[config.mk]
export PLATFORM = sky130hd
export DESIGN_NAME = seg_frame_gen
export DESIGN_NICKNAME = d
export VERILOG_FILES = /design/src/rtl/seg_frame_pkg.sv /design/src/rtl/bcd_dabble_step.sv /design/src/rtl/seg_frame_gen.sv
export SDC_FILE = /design/constraint.sdc
export NUM_CORES = 1
export LEC_CHECK = 0
export BUFFER_PORTS_ARGS = -buffer_cell sky130_fd_sc_hd__buf_2
export CAP_MARGIN = 40
export CORE_MARGIN = 2
export CORE_UTILIZATION = 50
export CTS_BUF_LIST = sky130_fd_sc_hd__clkbuf_16
export CTS_CLUSTER_DIAMETER = 60
export DETAILED_ROUTE_END_ITERATION = 7
export MAX_ROUTING_LAYER = met4
export PLACE_DENSITY = 0.7
export SLEW_MARGIN = 40
export SYNTH_ARGS = -nofsm -noshare
export SYNTH_HDL_FRONTEND = slang
export SYNTH_HIERARCHICAL = 1
export SYNTH_SLANG_ARGS = --single-unit
[constraint.sdc]
create_clock -name clk -period 4.76 [get_ports clk]
set_clock_uncertainty 0.1 [all_clocks]
set_input_delay 0.238 -clock clk [delete_from_list [all_inputs] [get_ports clk]]
set_output_delay 0.238 -clock clk [all_outputs]
set_load 0.02 [all_outputs]
[src/rtl/seg_frame_pkg.sv]
// Shared types and segment tables for the binary-to-7-segment frame generator.
package seg_frame_pkg;

    typedef enum logic [1:0] {
        IDLE,
        CONVERT,
        ENCODE
    } state_t;

    localparam logic [7:0] SEG_DASH  = 8'h01;
    localparam logic [7:0] SEG_BLANK = 8'h00;
    localparam int         DP_BIT    = 7;

    // MAX7219 no-decode layout: bit7 = DP, bits 6..0 = A..G
    localparam logic [7:0] SEG_DIGIT [10] = '{
        8'h7E, 8'h30, 8'h6D, 8'h79, 8'h33,
        8'h5B, 8'h5F, 8'h70, 8'h7F, 8'h7B
    };

    function automatic logic [7:0] seg_encode(input logic [3:0] nib);
        logic [7:0] seg;
        seg = SEG_BLANK;
        if (nib <= 4'd9) begin
            seg = SEG_DIGIT[nib];
        end
        return seg;
    endfunction

endpackage

[src/rtl/bcd_dabble_step.sv]
// One double-dabble iteration: add 3 to nibbles >= 5, then shift {bcd, bin} left.
module bcd_dabble_step #(
    parameter int BIN_W  = 14,
    parameter int DIGITS = 4
) (
    input  logic [4*DIGITS-1:0] bcd_in,
    input  logic [BIN_W-1:0]    bin_in,
    output logic [4*DIGITS-1:0] bcd_out,
    output logic [BIN_W-1:0]    bin_out
);

    logic [4*DIGITS-1:0] adj;

    always_comb begin
        adj = bcd_in;
        for (int i = 0; i < DIGITS; i++) begin
            if (bcd_in[4*i +: 4] >= 4'd5) begin
                adj[4*i +: 4] = bcd_in[4*i +: 4] + 4'd3;
            end
        end
        {bcd_out, bin_out} = {adj[4*DIGITS-2:0], bin_in, 1'b0};
    end

endmodule

[src/rtl/seg_frame_gen.sv]
// Binary value to MAX7219 no-decode segment frame via sequential double-dabble.
// Optional leading-zero blanking: define SEG_FRAME_GEN_LZ_BLANK_EN.
module seg_frame_gen
    import seg_frame_pkg::*;
#(
    parameter int BIN_W  = 14,
    parameter int DIGITS = 4
) (
    input  logic              clk,
    input  logic              reset_sw,
    input  logic [BIN_W-1:0]  value,
    input  logic [DIGITS-1:0] dp_mask,
    input  logic              load,
    output logic              busy,
    output logic              frame_valid,
    output logic [7:0]        frame [DIGITS]
);

    localparam int          BCD_W = 4 * DIGITS;
    localparam int          CNT_W = $clog2(BIN_W + 1);
    localparam logic [63:0] LIMIT = 64'(10 ** DIGITS) - 64'd1;

    state_t              state;
    state_t              state_nx;
    logic [BIN_W-1:0]    bin_q;
    logic [BIN_W-1:0]    bin_step;
    logic [BCD_W-1:0]    bcd_q;
    logic [BCD_W-1:0]    bcd_step;
    logic [DIGITS-1:0]   dp_q;
    logic                ovf_q;
    logic [CNT_W-1:0]    cnt_q;
    logic [7:0]          frame_nx [DIGITS];

    bcd_dabble_step #(
        .BIN_W  (BIN_W),
        .DIGITS (DIGITS)
    ) u_step (
        .bcd_in  (bcd_q),
        .bin_in  (bin_q),
        .bcd_out (bcd_step),
        .bin_out (bin_step)
    );

    assign busy = (state != IDLE);

    always_comb begin
        state_nx = state;
        unique case (state)
            IDLE:    if (load) state_nx = CONVERT;
            CONVERT: if (cnt_q == CNT_W'(BIN_W - 1)) state_nx = ENCODE;
            ENCODE:  state_nx = IDLE;
            default: state_nx = IDLE;
        endcase
    end

    // frame[0] takes the most-significant BCD nibble
    always_comb begin : encode_p
        logic [3:0] nib;
        logic [7:0] seg;
`ifdef SEG_FRAME_GEN_LZ_BLANK_EN
        logic       lead;
        lead = 1'b1;
`endif
        for (int i = 0; i < DIGITS; i++) begin
            nib = bcd_q[4*(DIGITS-1-i) +: 4];
            seg = seg_encode(nib);
`ifdef SEG_FRAME_GEN_LZ_BLANK_EN
            if (lead && nib == 4'd0 && i != DIGITS - 1) begin
                seg = SEG_BLANK;
            end else begin
                lead = 1'b0;
            end
`endif
            if (ovf_q) begin
                seg = SEG_DASH;
            end
            seg[DP_BIT] = dp_q[i];
            frame_nx[i] = seg;
        end
    end

    always_ff @(posedge clk) begin
        if (reset_sw) begin
            state       <= IDLE;
            frame_valid <= 1'b0;
            bin_q       <= '0;
            bcd_q       <= '0;
            dp_q        <= '0;
            ovf_q       <= 1'b0;
            cnt_q       <= '0;
            for (int i = 0; i < DIGITS; i++) begin
                frame[i] <= SEG_BLANK;
            end
        end else begin
            state       <= state_nx;
            frame_valid <= 1'b0;
            unique case (state)
                IDLE: begin
                    if (load) begin
                        bin_q <= value;
                        dp_q  <= dp_mask;
                        bcd_q <= '0;
                        cnt_q <= '0;
                        ovf_q <= (64'(value) > LIMIT);
                    end
                end
                CONVERT: begin
                    bin_q <= bin_step;
                    bcd_q <= bcd_step;
                    cnt_q <= cnt_q + 1'b1;
                end
                ENCODE: begin
                    for (int i = 0; i < DIGITS; i++) begin
                        frame[i] <= frame_nx[i];
                    end
                    frame_valid <= 1'b1;
                end
                default: ;
            endcase
        end
    end

endmodule

## Yosys cells after proc, flatten, opt, wreduce, memory -nomap -nowiden

Memory sizes are Yosys's and may differ from the RTL's.
Cells that the tools add are included.

- Bits in registers: 74
- Memory bits (read-only): 512
- Memories: 4

Memory list:

| memory | words | bits a word | rd ports | clocked after memory_dff | wr ports | RTL line | source |
|---|---|---|---|---|---|---|---|
| (name not given) | 16 | 8 | 1 | 0 | 0 | seg_frame_pkg.sv:24 | `seg = SEG_DIGIT[nib];` |
| (name not given) | 16 | 8 | 1 | 0 | 0 | seg_frame_pkg.sv:24 |  |
| (name not given) | 16 | 8 | 1 | 0 | 0 | seg_frame_pkg.sv:24 |  |
| (name not given) | 16 | 8 | 1 | 0 | 0 | seg_frame_pkg.sv:24 |  |

- $add $sub $neg: 5
- Order comparisons: 13
- Eq/ne operators: 5
- Mux-type cells: 30
- Bitwise operators: 4
- Reduce and logical (&&, ||, !) cells: 6

Operators with widths:

| operator | number |
|---|---|
| $mux W7 | 16 |
| $pmux W16 S2 | 1 |
| $pmux W14 S2 | 1 |
| $ge A5 B5 Y1 const B | 4 |
| $not A4 Y5 | 4 |
| $ge A4 B3 Y1 const B | 4 |
| $le A4 B4 Y1 const B | 4 |
| $mux W16 | 1 |
| $mux W4 | 4 |
| $gt A14 B14 Y1 const B | 1 |
| $mux W14 | 1 |
| $add A4 B2 Y4 const B | 3 |
| $pmux W4 S2 | 1 |
| $reduce_and A2 Y1 | 3 |
| $add A4 B1 Y4 const B | 1 |
| $eq A4 B4 Y1 const B | 1 |
| $mux W2 | 2 |
| $ne A2 B2 Y1 const B | 2 |
| $pmux W2 S2 | 1 |
| $reduce_bool A2 Y1 | 2 |
| $add A3 B2 Y3 const B | 1 |
| $mux W3 | 1 |
| $eq A2 B1 Y1 const B | 1 |
| $eq A2 B2 Y1 const B | 1 |
| other kinds (2) | 2 |

## Logic depth before layout (Yosys ltp)

Gate-level depths: netlist of the first run.

- Word-level depth: 6
- Gate-level depth with buffers: 6
- Gate-level depth less buffers: 6

## Hierarchy

Netlist of the first run, hierarchy kept.

Modules (own cells, without submodules):

| module | instances | cells each | area an instance (µm²) | seq. area each (µm²) |
|---|---|---|---|---|
| seg_frame_gen | 1 | 388 | 3599.7 | 1481.4 |
| bcd_dabble_step | 1 | 76 | 501.7 | 0.0 |

## Worst setup path before layout of the first run

No wires, ideal clock.

- Kind: register -> register
- Start point: register bcd_q[0]
- End point: register frame[4] in the netlist's numbering
- Library setup time: 0.071 ns
- Data arrival time: 1.395 ns
- Setup slack: 3.194 ns
- Stages on the path, launching flop included: 6
- Buffers on the path: 0
- Clock period less this slack: 1.566 ns
- Cell sequence: dfxtp_1 -> inv_1 -> ha_1 -> nor3b_1 -> a2111o_1 -> a21oi_1

- Cells in the longest elaborated chain, start to end: 6
- Elaborated cells on any way between the ends: 7
- Classes of those cells: order compare (1); mux (4); bitwise (1); memory (1)

Ends and longest elaborated chain:

| element | RTL line | source |
|---|---|---|
| start: declaration | seg_frame_gen.sv:27 | `logic [BCD_W-1:0] bcd_q;` |
| start signal: assignment | seg_frame_gen.sv:109 | `bcd_q <= bcd_step;` |
| $not A4 Y5 (not written as such) | seg_frame_pkg.sv:24 |  |
| $mem_v2 Z16 W8 | - |  |
| $mux W7 (not written as such) (2 in series) | seg_frame_pkg.sv:24 |  |
| $mux W7 (*) | seg_frame_pkg.sv:23 | `if (nib <= 4'd9) begin` |
| $mux W7 (*) | seg_frame_gen.sv:74 | `if (ovf_q) begin` |
| end signal: indexed assignment | seg_frame_gen.sv:114 | `frame[i] <= frame_nx[i];` |
| end: declaration | seg_frame_gen.sv:16 | `output logic [7:0] frame [DIGITS]` |

Mark *: on every way between the ends. The rest lies on a longest branch, timed or not. The select of a mux whose other input is x is not followed.
A chain may end at the register's enable or synchronous reset.

## Worst setup path after layout of the first run

- Start point: register state[0]
- End point: register bcd_q[15]

- Cells in the longest elaborated chain, start to end: 3
- Elaborated cells on any way between the ends: 6
- Classes of those cells: eq/ne (2); mux (1); reduce/logical (3)

Ends and longest elaborated chain:

| element | RTL line | source |
|---|---|---|
| start: declaration | seg_frame_gen.sv:23 | `state_t state;` |
| start signal: assignment | seg_frame_gen.sv:95 | `state <= state_nx;` |
| $eq A2 B1 Y1 or $logic_not A2 Y1 (tied branches) | seg_frame_gen.sv:97 | `unique case (state)` |
| $reduce_bool A2 Y1 (no line) or $ne A2 B2 Y1 (tied branches) | - |  |
| $reduce_and A2 Y1 (no line) | - |  |

Parallel ways exist; a longest one is shown, timed or not.

==> flow_metrics.py, run 1 <==
metrics = {
    "clock_network": {
        "clkLatencyLatePin_ns": 0.33,
        "clk_path_buf_depth": 2,
        "cts_resized": 0,
        "root_buffer": "clkbuf_16",
        "clkSinkCount": 74,
        "htree_levels": 3,
        "numCtsBuffers": 9,
        "postCtsSetupRepairBufs": 0,
        "cts_hold_buf": 0,
        "path_clk_slew_ns": 0.06,
        "cts_tree": "built",
    },
    "sta": {
        "setup_violations": 0,
        "slew_violations": 0,
        "rsz0062_at_grt": "false",
        "tns_ns": 0,
        "final.period_utilization": 0.427,
        "worst_pin_slew_ns": 0.649,
        "max_freq_mhz": 492,
        "maxSlewHeadroom": 0.566,
        "finalCriticalPeriod_ns": 2.03,
        "hold_viol": 0,
    },
    "min_path": {
        "hold_depth": 3,
        "hold_end": "dp_q[0]",
        "hp-class": "in -> reg",
        "min-delay-start": "dp_mask[0]",
    },
    "setup_path": {
        "path_buf_inv": 0,
        "worstPathArrival_ns": 2.20,
        "startpoint_type": "register",
        "crit_chain": "nand2b_1 > nor2_4 > a22o_1",
        "reg2reg_depth": 3,
        "cp.required_ns": 4.93,
        "rrSetupSlack_ns": 2.73,
        "path_delay_family": "simple AND/OR/NAND/NOR gates",
        "r2r-start": "state[0]",
        "r2r_end": "bcd_q[15]",
        "critPathLaunch": "state[0]",
        "crit_type": "reg -> reg",
        "slowest_stage": "dfxtp_1",
        "worst-path-max-fanout": 24,
        "slowest_delay_ns": 0.61,
        "endpoint_kind": "register",
    },
    "synthesis": {
        "avgSynthCellArea_sq_um": 8.84,
        "synth_edf_count": 0,
        "yosys_warnings": 6,
        "synth_nets": 518,
        "synth_cells": 464,
        "synthArstFlopShare": 0,
        "synth_ff_type": "dfxtp_1",
        "yosysUniqueCellTypes": 51,
        "ys_ff_latch": 74,
        "yosysSeqAreaShare": 0.361,
        "synth_area_sq_um": 4100,
    },
    "floorplan": {
        "fp.dieW_microns": 94.6,
        "dieArea_sq_um": 8940,
        "fp.dieH_microns": 94.6,
        "core_sq_um": 8090,
        "initial_core_util": 0.507,
        "ios": 55,
        "rows": 33,
    },
    "final_layout": {
        "final.fill_count": 752,
        "regArea_sq_um": 1480,
        "syn_to_final_growth_pct": 12.0,
        "multiInputGateArea_sq_um": 2290,
        "num_antenna_cells": 0,
        "final_nets": 541,
        "layout-drive-gt1-share": 0.181,
        "fin_cells": 597,
    },
    "run_status": {
        "status": "finished clean",
    },
    "routing": {
        "routed_via_density": 5.47,
        "routedWlPerCell_microns": 14.4,
        "route.final.wire_length_microns": 8580,
        "route.detailed.drc": 0,
        "num_vias": 3268,
        "first_pass_iters": 4,
        "ant_nets": 0,
        "drt_iter0_markers": 126,
    },
    "global_route": {
        "antenna_found_initial": 0,
        "grt_pass1_vias": 3060,
        "track_usage": 0.209,
        "overflow": 0,
        "grt_max_degree": 54,
        "grt_first_pass_wirelength_microns": 14400,
    },
    "placed_design": {
        "hpwlAfterDp_microns": 5680,
        "numPortBuffers": 54,
        "place_inst": 581,
        "place_congestion": 0.777,
    },
    "flow_run": {
        "max-cap-violations": 0,
    },
    "power": {
        "powerDensity_nw_per_um2": 315,
        "peakVddDrop_mv": 0.243,
        "power.leakage_nw": 1.94,
    },
}
==> stage by stage <==
| stage | util | setup slack [ns] | cell area [sq um] | power (mW) | hold WS, ns |
|---|---|---|---|---|---|
| global placement | 0.527 | 2.54 | 4260 | 0.749 | 0.338 |
| finish | 0.567 | 2.73 | 4590 | 1.45 | 0.0588 |
| global route | 0.567 | 2.53 | 4590 | 1.50 | 0.0686 |
| detailed placement | 0.529 | 2.77 | 4280 | 0.754 | 0.344 |
| CTS | 0.567 | 2.74 | 4590 | 1.46 | 0.0460 |
| floorplan | - | 3.19 | 4100 | 0.744 | 0.283 |
==> cells by family (layout without fill, tap and decap cells) <==
kind of cell,Yosys count,count (layout),synth area share
buf+inv,68,96,0.0842
compound gates,115,115,0.210
other cells,1,1,0.000914
fa+ha+maj,33,33,0.101
xor+xnor,5,5,0.0107
flops,74,74,0.361
simple gates,154,154,0.198
mux,14,14,0.0342
==> flip-flops by register name (all words and copies together), names as in the netlist <==
| name | flops |
|---|---|
| frame | 32 |
| bcd_q | 16 |
| cnt_q | 4 |
| dp_q | 4 |
| bin_q | 14 |
| ovf_q | 1 |
| frame_valid | 1 |
| state | 2 |
==> cell usage in the layout (no fill, tap or decap), types with 4 or more instances in the layout <==
cell type,count
dfxtp_1,74
buf_2,53
nand2_1,42
ha_1,33
nor2_1,32
inv_1,24
a21oi_1,19
a22o_1,18
nand2b_1,16
nand3b_1,15
mux2i_1,14
o31ai_1,13
and2_1,11
o21ai_0,10
nor3_1,9
clkbuf_16,9
a211oi_1,8
nor2b_1,7
a221o_1,7
a21o_1,4
or3b_2,4
o211ai_1,4
o2111ai_1,4
a21oi_2,4
xnor2_1,4
==> worst min-delay path: stages <==
cell and delay, ns:
buf_2 0.08, mux2i_1 0.06, nor2_1 0.08
==> layer usage <==
metal,global-route usage,up-vias,share of wire
met5,-,-,0
met4,0.0568,0,0.015
met3,0.0575,12,0.044
met2,0.335,74,0.46
met1,0.261,1522,0.48
li1,-,1660,-
==> how the worst max path moves through the flow <==
| stage | endpoint | slack (ns) | cells after the start |
|---|---|---|---|
| floorplan | frame[4] | 3.19 | 5 |
| global placement | bin_q[9] | 2.54 | 3 |
| detailed placement | bin_q[10] | 2.77 | 3 |
| CTS | bcd_q[15] | 2.74 | 3 |
| global route | bcd_q[14] | 2.53 | 3 |
| finish | bcd_q[15] | 2.73 | 3 |
==> layout make-up <==
cell class / count / area share
Clock buffer: 9 / 0.0490
Tap cell: 105 / 0.0286
Multi-Input combinational cell: 322 / 0.499
Timing Repair Buffer: 56 / 0.0627
Clock inverter: 7 / 0.0185
Sequential cell: 74 / 0.323
Inverter: 24 / 0.0196
==> power by group <==
group	internal, mW	switching (mW)
clock	0.453	0.252
combinational	0.0381	0.0500
sequential	0.637	0.0158
==> synth_stat cells (4+ instances only) <==
library cell,number,share of area
mux2i_1,14,0.034
a21o_1,4,0.0073
nand3b_1,15,0.027
xnor2_1,4,0.0085
dfxtp_1,74,0.36
a22o_1,18,0.038
nor2_1,32,0.029
buf_4,16,0.029
nor3_1,9,0.011
o31ai_1,13,0.024
o2111ai_1,4,0.0085
a211oi_1,8,0.015
nand2_1,42,0.038
o211ai_1,4,0.0073
inv_1,23,0.021
clkbuf_1,14,0.013
buf_2,12,0.015
and2_1,11,0.017
nor2b_1,7,0.011
o21ai_0,10,0.012
or3b_2,4,0.0085
nand2b_1,16,0.024
ha_1,33,0.10
a21oi_1,19,0.023
a221o_1,7,0.017
a21oi_2,4,0.0085
Power figures use the tool's default switching activity.
==> run 2: changes to the inputs <==
--- a/config.mk
+++ b/config.mk
@@ -5,6 +5,7 @@
 export SDC_FILE = /design/constraint.sdc
 export NUM_CORES = 1
 export LEC_CHECK = 0
+export ABC_AREA = 1
 export BUFFER_PORTS_ARGS = -buffer_cell sky130_fd_sc_hd__buf_2
 export CAP_MARGIN = 40
 export CORE_MARGIN = 2
==> constraint.sdc (replaced) <==
create_clock -name clk -period 2.07 [get_ports clk]
set_clock_uncertainty 0.1 [all_clocks]
set_input_delay 0.1035 -clock clk [delete_from_list [all_inputs] [get_ports clk]]
set_output_delay 0.1035 -clock clk [all_outputs]
set_load 0.02 [all_outputs]
==> run 2 against run 1 <==
Effect of this change: critical path type unchanged; highest routed layer unchanged; worst setup slack lost 2.4 ns; critical endpoint is now frame[0]; via count grew 16%; area after synthesis shrank 0.52%; die area shrank 0.50%.
==> flow_metrics.py, run 2 <==
metrics = {
    "run_status": {
        "status": "finished clean",
    },
    "synthesis": {
        "synth_nets": 630,
        "synthArstFlopShare": 0,
        "synth_area_leaders": "dfxtp_1 36%, nand2_1 12%, nand3_1 10%",
        "synth_edf_count": 0,
        "yosysTopAreaCell": "dfxtp_1",
        "yosysUniqueCellTypes": 25,
        "yosysSeqAreaShare": 0.363,
        "ys_ff_latch": 74,
        "synth.most_common_cell": "nand2_1",
        "yosys_warnings": 6,
        "avgSynthCellArea_sq_um": 7.08,
        "yosys.area.top_type_share": 0.363,
        "synth_area_sq_um": 4080,
        "synth_ff_type": "dfxtp_1",
        "synth_cells": 576,
        "yosys-top-cells-count": "133 x nand2_1, 84 x nand3_1, 74 x dfxtp_1",
    },
    "routing": {
        "routed_via_density": 5.14,
        "drt_iter0_markers": 194,
        "first_pass_iters": 5,
        "route.final.wire_length_microns": 8960,
        "num_vias": 3777,
        "route.detailed.drc": 0,
        "ant_nets": 0,
        "routedWlPerCell_microns": 12.2,
    },
    "placed_design": {
        "numPortBuffers": 54,
        "place_congestion": 0.915,
        "hpwlAfterDp_microns": 5790,
    },
    "sta": {
        "rsz0062_at_grt": "false",
        "hold_viol": 0,
        "final.period_utilization": 0.853,
        "slew_violations": 0,
        "whs_ns": 0.0383,
        "finalCriticalPeriod_ns": 1.77,
        "tns_ns": 0,
        "maxSlewHeadroom": 0.582,
        "worst_pin_slew_ns": 0.626,
        "setup_violations": 0,
        "max_freq_mhz": 566,
    },
    "setup_path": {
        "rrSetupSlack_ns": 0.30,
        "r2r_end": "frame[0]",
        "crit_type": "reg -> reg",
        "reg2reg_depth": 6,
        "endpoint_kind": "register",
        "startpoint_type": "register",
        "worstPathArrival_ns": 1.86,
        "r2r-start": "bcd_q[0]",
        "worst-path-max-fanout": 10,
        "cp.required_ns": 2.16,
    },
    "floorplan": {
        "core_sq_um": 7810,
        "initial_core_util": 0.523,
        "rows": 32,
        "fp.dieW_microns": 94.3,
        "fp.dieH_microns": 94.3,
        "dieArea_sq_um": 8900,
        "ios": 55,
    },
    "global_route": {
        "antenna_found_initial": 0,
        "grt_first_pass_wirelength_microns": 14900,
        "grt_pass1_vias": 3485,
        "grt_max_degree": 48,
        "track_usage": 0.216,
        "overflow": 0,
    },
    "final_layout": {
        "final_nets": 682,
        "final_common_cell": "nand2_1",
        "max_flop_register": "frame",
        "reg.largest.list": "frame: 32 flops, bcd_q: 16 flops, bin_q: 14 flops",
        "num_antenna_cells": 0,
        "syn_to_final_growth_pct": 17.0,
        "final_cell_mix": "133 x nand2_1, 84 x nand3_1, 74 x dfxtp_1",
        "layout-drive-gt1-share": 0.152,
        "largest_reg_flops": 32,
    },
    "clock_network": {
        "cts_hold_buf": 18,
        "clk_path_buf_depth": 2,
        "clkLatencyLatePin_ns": 0.33,
        "htree_levels": 3,
        "cts_resized": 0,
        "postCtsSetupRepairBufs": 0,
        "path_clk_slew_ns": 0.06,
        "root_buffer": "clkbuf_16",
        "clkSinkCount": 74,
        "cts_tree": "built",
        "numCtsBuffers": 9,
    },
    "min_path": {
        "hold_end": "ovf_q",
        "hp-class": "in -> reg",
        "min-delay-start": "value[13]",
        "hold_depth": 5,
    },
    "power": {
        "peakVddDrop_mv": 0.440,
        "power.leakage_nw": 2.04,
        "powerDensity_nw_per_um2": 703,
    },
    "flow_run": {
        "max-cap-violations": 0,
    },
}
[run 2: changes by cell type after synthesis, sizes merged, moves of 18 or more]
cell / before / now
nand2: 42 / 137
nand3: 3 / 85
a21oi: 23 / 57
inv: 23 / 54
o21ai: 13 / 42
a22o: 18 / 0
[run 2: cell type report]
cell class              count  area (sq um)
well taps                 102           128
multi-input cells         412          2160
repair buffers             76           480
inverters                  55           206
clock buffers               9           225
fillers                   716          3030
flip-flops and latches     74          1480
clock inverters             7          92.6
[run 2: logic make-up after synthesis]
kind of cell             Yosys count  synth area share
AND/OR/NAND/NOR                  276             0.296
AO/OA/AOI/OAI                    101             0.130
buffers and inverters             90             0.107
flip-flops                        74             0.363
adder cells (fa/ha/maj)           33             0.101
XOR/XNOR                           1           0.00215
other                              1          0.000919
[run 2: through the flow]
stage	setup slack, ns	utilization	area [sq um]	cells	total power, mW
after floorplan	0.585	-	4080	576	1.68
after global placement	0.458	0.548	4280	701	1.69
after detailed placement	0.401	0.548	4280	701	1.70
after CTS	0.326	0.612	4780	735	3.38
after global routing	0.138	0.612	4780	735	3.48
final	0.304	0.612	4780	735	3.36
[run 2: worst max-delay path by stage]
stage	depth (start not counted)	startpoint	end	slack, ns
floorplan	8	bcd_q[8]	frame[18]	0.58
global placement	8	bcd_q[8]	frame[18]	0.46
detailed placement	8	bcd_q[8]	frame[18]	0.40
CTS	6	bcd_q[0]	frame[0]	0.33
global route	8	bcd_q[8]	frame[18]	0.14
finish	6	bcd_q[0]	frame[0]	0.30
[run 2: worst max-delay path, cell delays in order, from the launching register on]
cell     delay, ns
dfxtp_1       0.52
inv_1         0.14
ha_1          0.24
o21ai_0       0.22
nand2_1       0.20
o21ai_0       0.13
a21oi_1       0.08
[run 2: per-layer routing]
layer	vias up	routed length, microns	track usage
li1	1956	-	-
met1	1714	4050	0.247
met2	91	4310	0.366
met3	16	450	0.0359
met4	0	151	0.106
met5	-	0	-
[run 2: power breakdown]
part	internal, mW	switching [mW]	leakage, nW
Clock	1.05	0.605	0.155
Sequential	1.46	0.0214	0.600
Combinational	0.0791	0.136	1.29
Total	2.59	0.762	2.04
==> run 3: changes to the inputs <==
--- a/config.mk
+++ b/config.mk
@@ -6,7 +6,7 @@
 export NUM_CORES = 1
 export LEC_CHECK = 0
 export ABC_AREA = 1
-export BUFFER_PORTS_ARGS = -buffer_cell sky130_fd_sc_hd__buf_2
+export BUFFER_PORTS_ARGS = -buffer_cell sky130_fd_sc_hd__buf_4
 export CAP_MARGIN = 40
 export CORE_MARGIN = 2
 export CORE_UTILIZATION = 50
==> run 3 against run 2 <==
Effect of this change: clock-buffer cell count unchanged; critical endpoint is now frame[18]; sequential share of layout area decreased by 0.78 points; highest routed layer unchanged; worst setup slack improved by 0.069 ns.
==> flow_metrics.py, run 3 (same netlist as run 2, synthesis figures left out) <==
metrics = {
    "run_status": {
        "status": "finished clean",
    },
    "placed_design": {
        "numPortBuffers": 54,
        "hpwlAfterDp_microns": 6020,
        "place_congestion": 0.889,
        "dpl_cell_area_sq_um": 4430,
    },
    "setup_path": {
        "slowest_delay_ns": 0.51,
        "crit_top_cell": "nor2_1",
        "crit_chain": "inv_1 > ha_1 > o21ai_0 > nand2_1 > nand2_1 > nor2_1 > nor2_1 > nor2_1",
        "path_delay_family": "flip-flops",
        "crit_end": "frame[18]",
        "cp.required_ns": 2.18,
        "r2r_end": "frame[18]",
        "worstPathArrival_ns": 1.81,
        "crit_type": "reg -> reg",
        "critPathLaunch": "bcd_q[8]",
        "path_buf_inv": 1,
        "endpoint_kind": "register",
        "rrSetupSlack_ns": 0.37,
        "r2r-start": "bcd_q[8]",
        "slowest_stage": "dfxtp_1",
        "worst-path-max-fanout": 10,
        "startpoint_type": "register",
        "reg2reg_depth": 8,
        "cp.depth": 8,
    },
    "routing": {
        "routed_via_density": 5.15,
        "route.final.wire_length_microns": 9210,
        "route.detailed.drc": 0,
        "ant_nets": 0,
        "num_vias": 3783,
        "routedWlPerCell_microns": 12.5,
        "first_pass_iters": 6,
        "drt_iter0_markers": 173,
    },
    "sta": {
        "tns_ns": 0,
        "worst_pin_slew_ns": 0.657,
        "finalCriticalPeriod_ns": 1.70,
        "hold_viol": 0,
        "max_freq_mhz": 589,
        "setup_violations": 0,
        "slew_violations": 0,
        "maxSlewHeadroom": 0.561,
        "final.period_utilization": 0.820,
        "rsz0062_at_grt": "false",
    },
    "floorplan": {
        "dieArea_sq_um": 8900,
        "fp.dieH_microns": 94.3,
        "fp.dieW_microns": 94.3,
        "initial_core_util": 0.523,
        "rows": 32,
        "core_sq_um": 7810,
        "ios": 55,
    },
    "global_route": {
        "grt_first_pass_wirelength_microns": 15200,
        "track_usage": 0.219,
        "antenna_found_initial": 0,
        "grt_use_met1": 0.272,
        "grt_pass1_vias": 3404,
        "grt_max_degree": 35,
        "overflow": 0,
        "met3_usage": 0.0519,
        "top_usage_layer": "met2",
        "grt_util_met2": 0.355,
    },
    "final_layout": {
        "regArea_sq_um": 1480,
        "reg.largest.list": "frame: 32 flops, bcd_q: 16 flops, bin_q: 14 flops",
        "max_flop_register": "frame",
        "final_common_cell": "nand2_1",
        "final_cell_mix": "133 x nand2_1, 84 x nand3_1, 74 x dfxtp_1",
        "largest_reg_flops": 32,
        "final_nets": 681,
        "final.fill_count": 674,
        "syn_to_final_growth_pct": 20.1,
        "layout-drive-gt1-share": 0.153,
        "stdcell_area_sq_um": 4900,
        "multiInputGateArea_sq_um": 2160,
        "num_antenna_cells": 0,
    },
    "clock_network": {
        "clk_path_buf_depth": 2,
        "cts_tree": "built",
        "numCtsBuffers": 9,
        "path_clk_slew_ns": 0.06,
        "postCtsSetupRepairBufs": 0,
        "cts_resized": 0,
        "clkLatencyLatePin_ns": 0.33,
        "clkSinkCount": 74,
        "root_buffer": "clkbuf_16",
        "htree_levels": 3,
    },
    "power": {
        "powerDensity_nw_per_um2": 672,
        "power.leakage_nw": 2.05,
        "peakVddDrop_mv": 0.448,
    },
    "min_path": {
        "hp-class": "in -> reg",
    },
    "flow_run": {
        "max-cap-violations": 0,
    },
}
==> run 3: cell count changes in the layout (fill, tap and decap cells not counted), sizes merged <==
cell	change
bufinv	-1
clkinvlp	-1
clkinv	+3
dlygate4sd3	-1
inv	-1
==> run 3: power by group <==
part / internal (mW) / switching (mW) / leakage [nW]
logic: 0.0921 / 0.137 / 1.30
registers: 1.46 / 0.0213 / 0.600
clock network: 0.944 / 0.637 / 0.148
total: 2.50 / 0.796 / 2.05
==> run 3: repair_timing <==
| item | CTS | global route |
|---|---|---|
| endpoints found under the setup margin | 0 | 0 |
| hold buffers | 17 | 0 |
| hold endpoints to repair | 30 | 0 |
==> run 3: per-layer routing <==
layer  share of wire  wire [microns]
met5               0               0
met4           0.014             127
met3           0.053             489
met2            0.46            4280
met1            0.47            4310
==> run 3: worst min path at each step <==
| stage | endpoint | from | depth (start not counted) | slack, ns |
|---|---|---|---|---|
| final | bin_q[0] | value[0] | 5 | 0.001 |
| after global routing | ovf_q | value[13] | 5 | 0.07 |
| after CTS | bin_q[0] | value[0] | 5 | 0.001 |
| after detailed placement | bin_q[7] | value[7] | 3 | 0.23 |
| after global placement | bin_q[7] | value[7] | 3 | 0.23 |
| after floorplan | bin_q[5] | value[5] | 2 | 0.13 |
==> run 3: through the flow <==
| step | instances | hold slack [ns] | power, mW | util | setup slack, ns |
|---|---|---|---|---|---|
| 6_report | 734 | 0.00142 | 3.29 | 0.627 | 0.373 |
| 5_1_grt | 734 | 0.0669 | 3.41 | 0.627 | 0.197 |
| 4_1_cts | 734 | 0.00111 | 3.32 | 0.627 | 0.404 |
| 3_5_place_dp | 701 | 0.234 | 1.71 | 0.567 | 0.408 |
| 3_3_place_gp | 701 | 0.229 | 1.71 | 0.567 | 0.457 |
| 2_1_floorplan | 576 | 0.130 | 1.68 | - | 0.585 |
==> run 3: layout make-up <==
type,instances,share of cell area
multi-input combinational,412,0.441
sequential,74,0.302
timing repair buffer,75,0.126
clock buffer,9,0.0460
inverter,55,0.0421
tap,102,0.0261
clock inverter,7,0.0158
==> run 3: worst reg2reg max path: stages, from the launching register on <==
cell     delay (ns)
dfxtp_1        0.51
inv_1          0.15
ha_1           0.23
o21ai_0        0.16
nand2_1        0.17
nand2_1        0.11
nor2_1         0.04
nor2_1         0.07
nor2_1         0.04
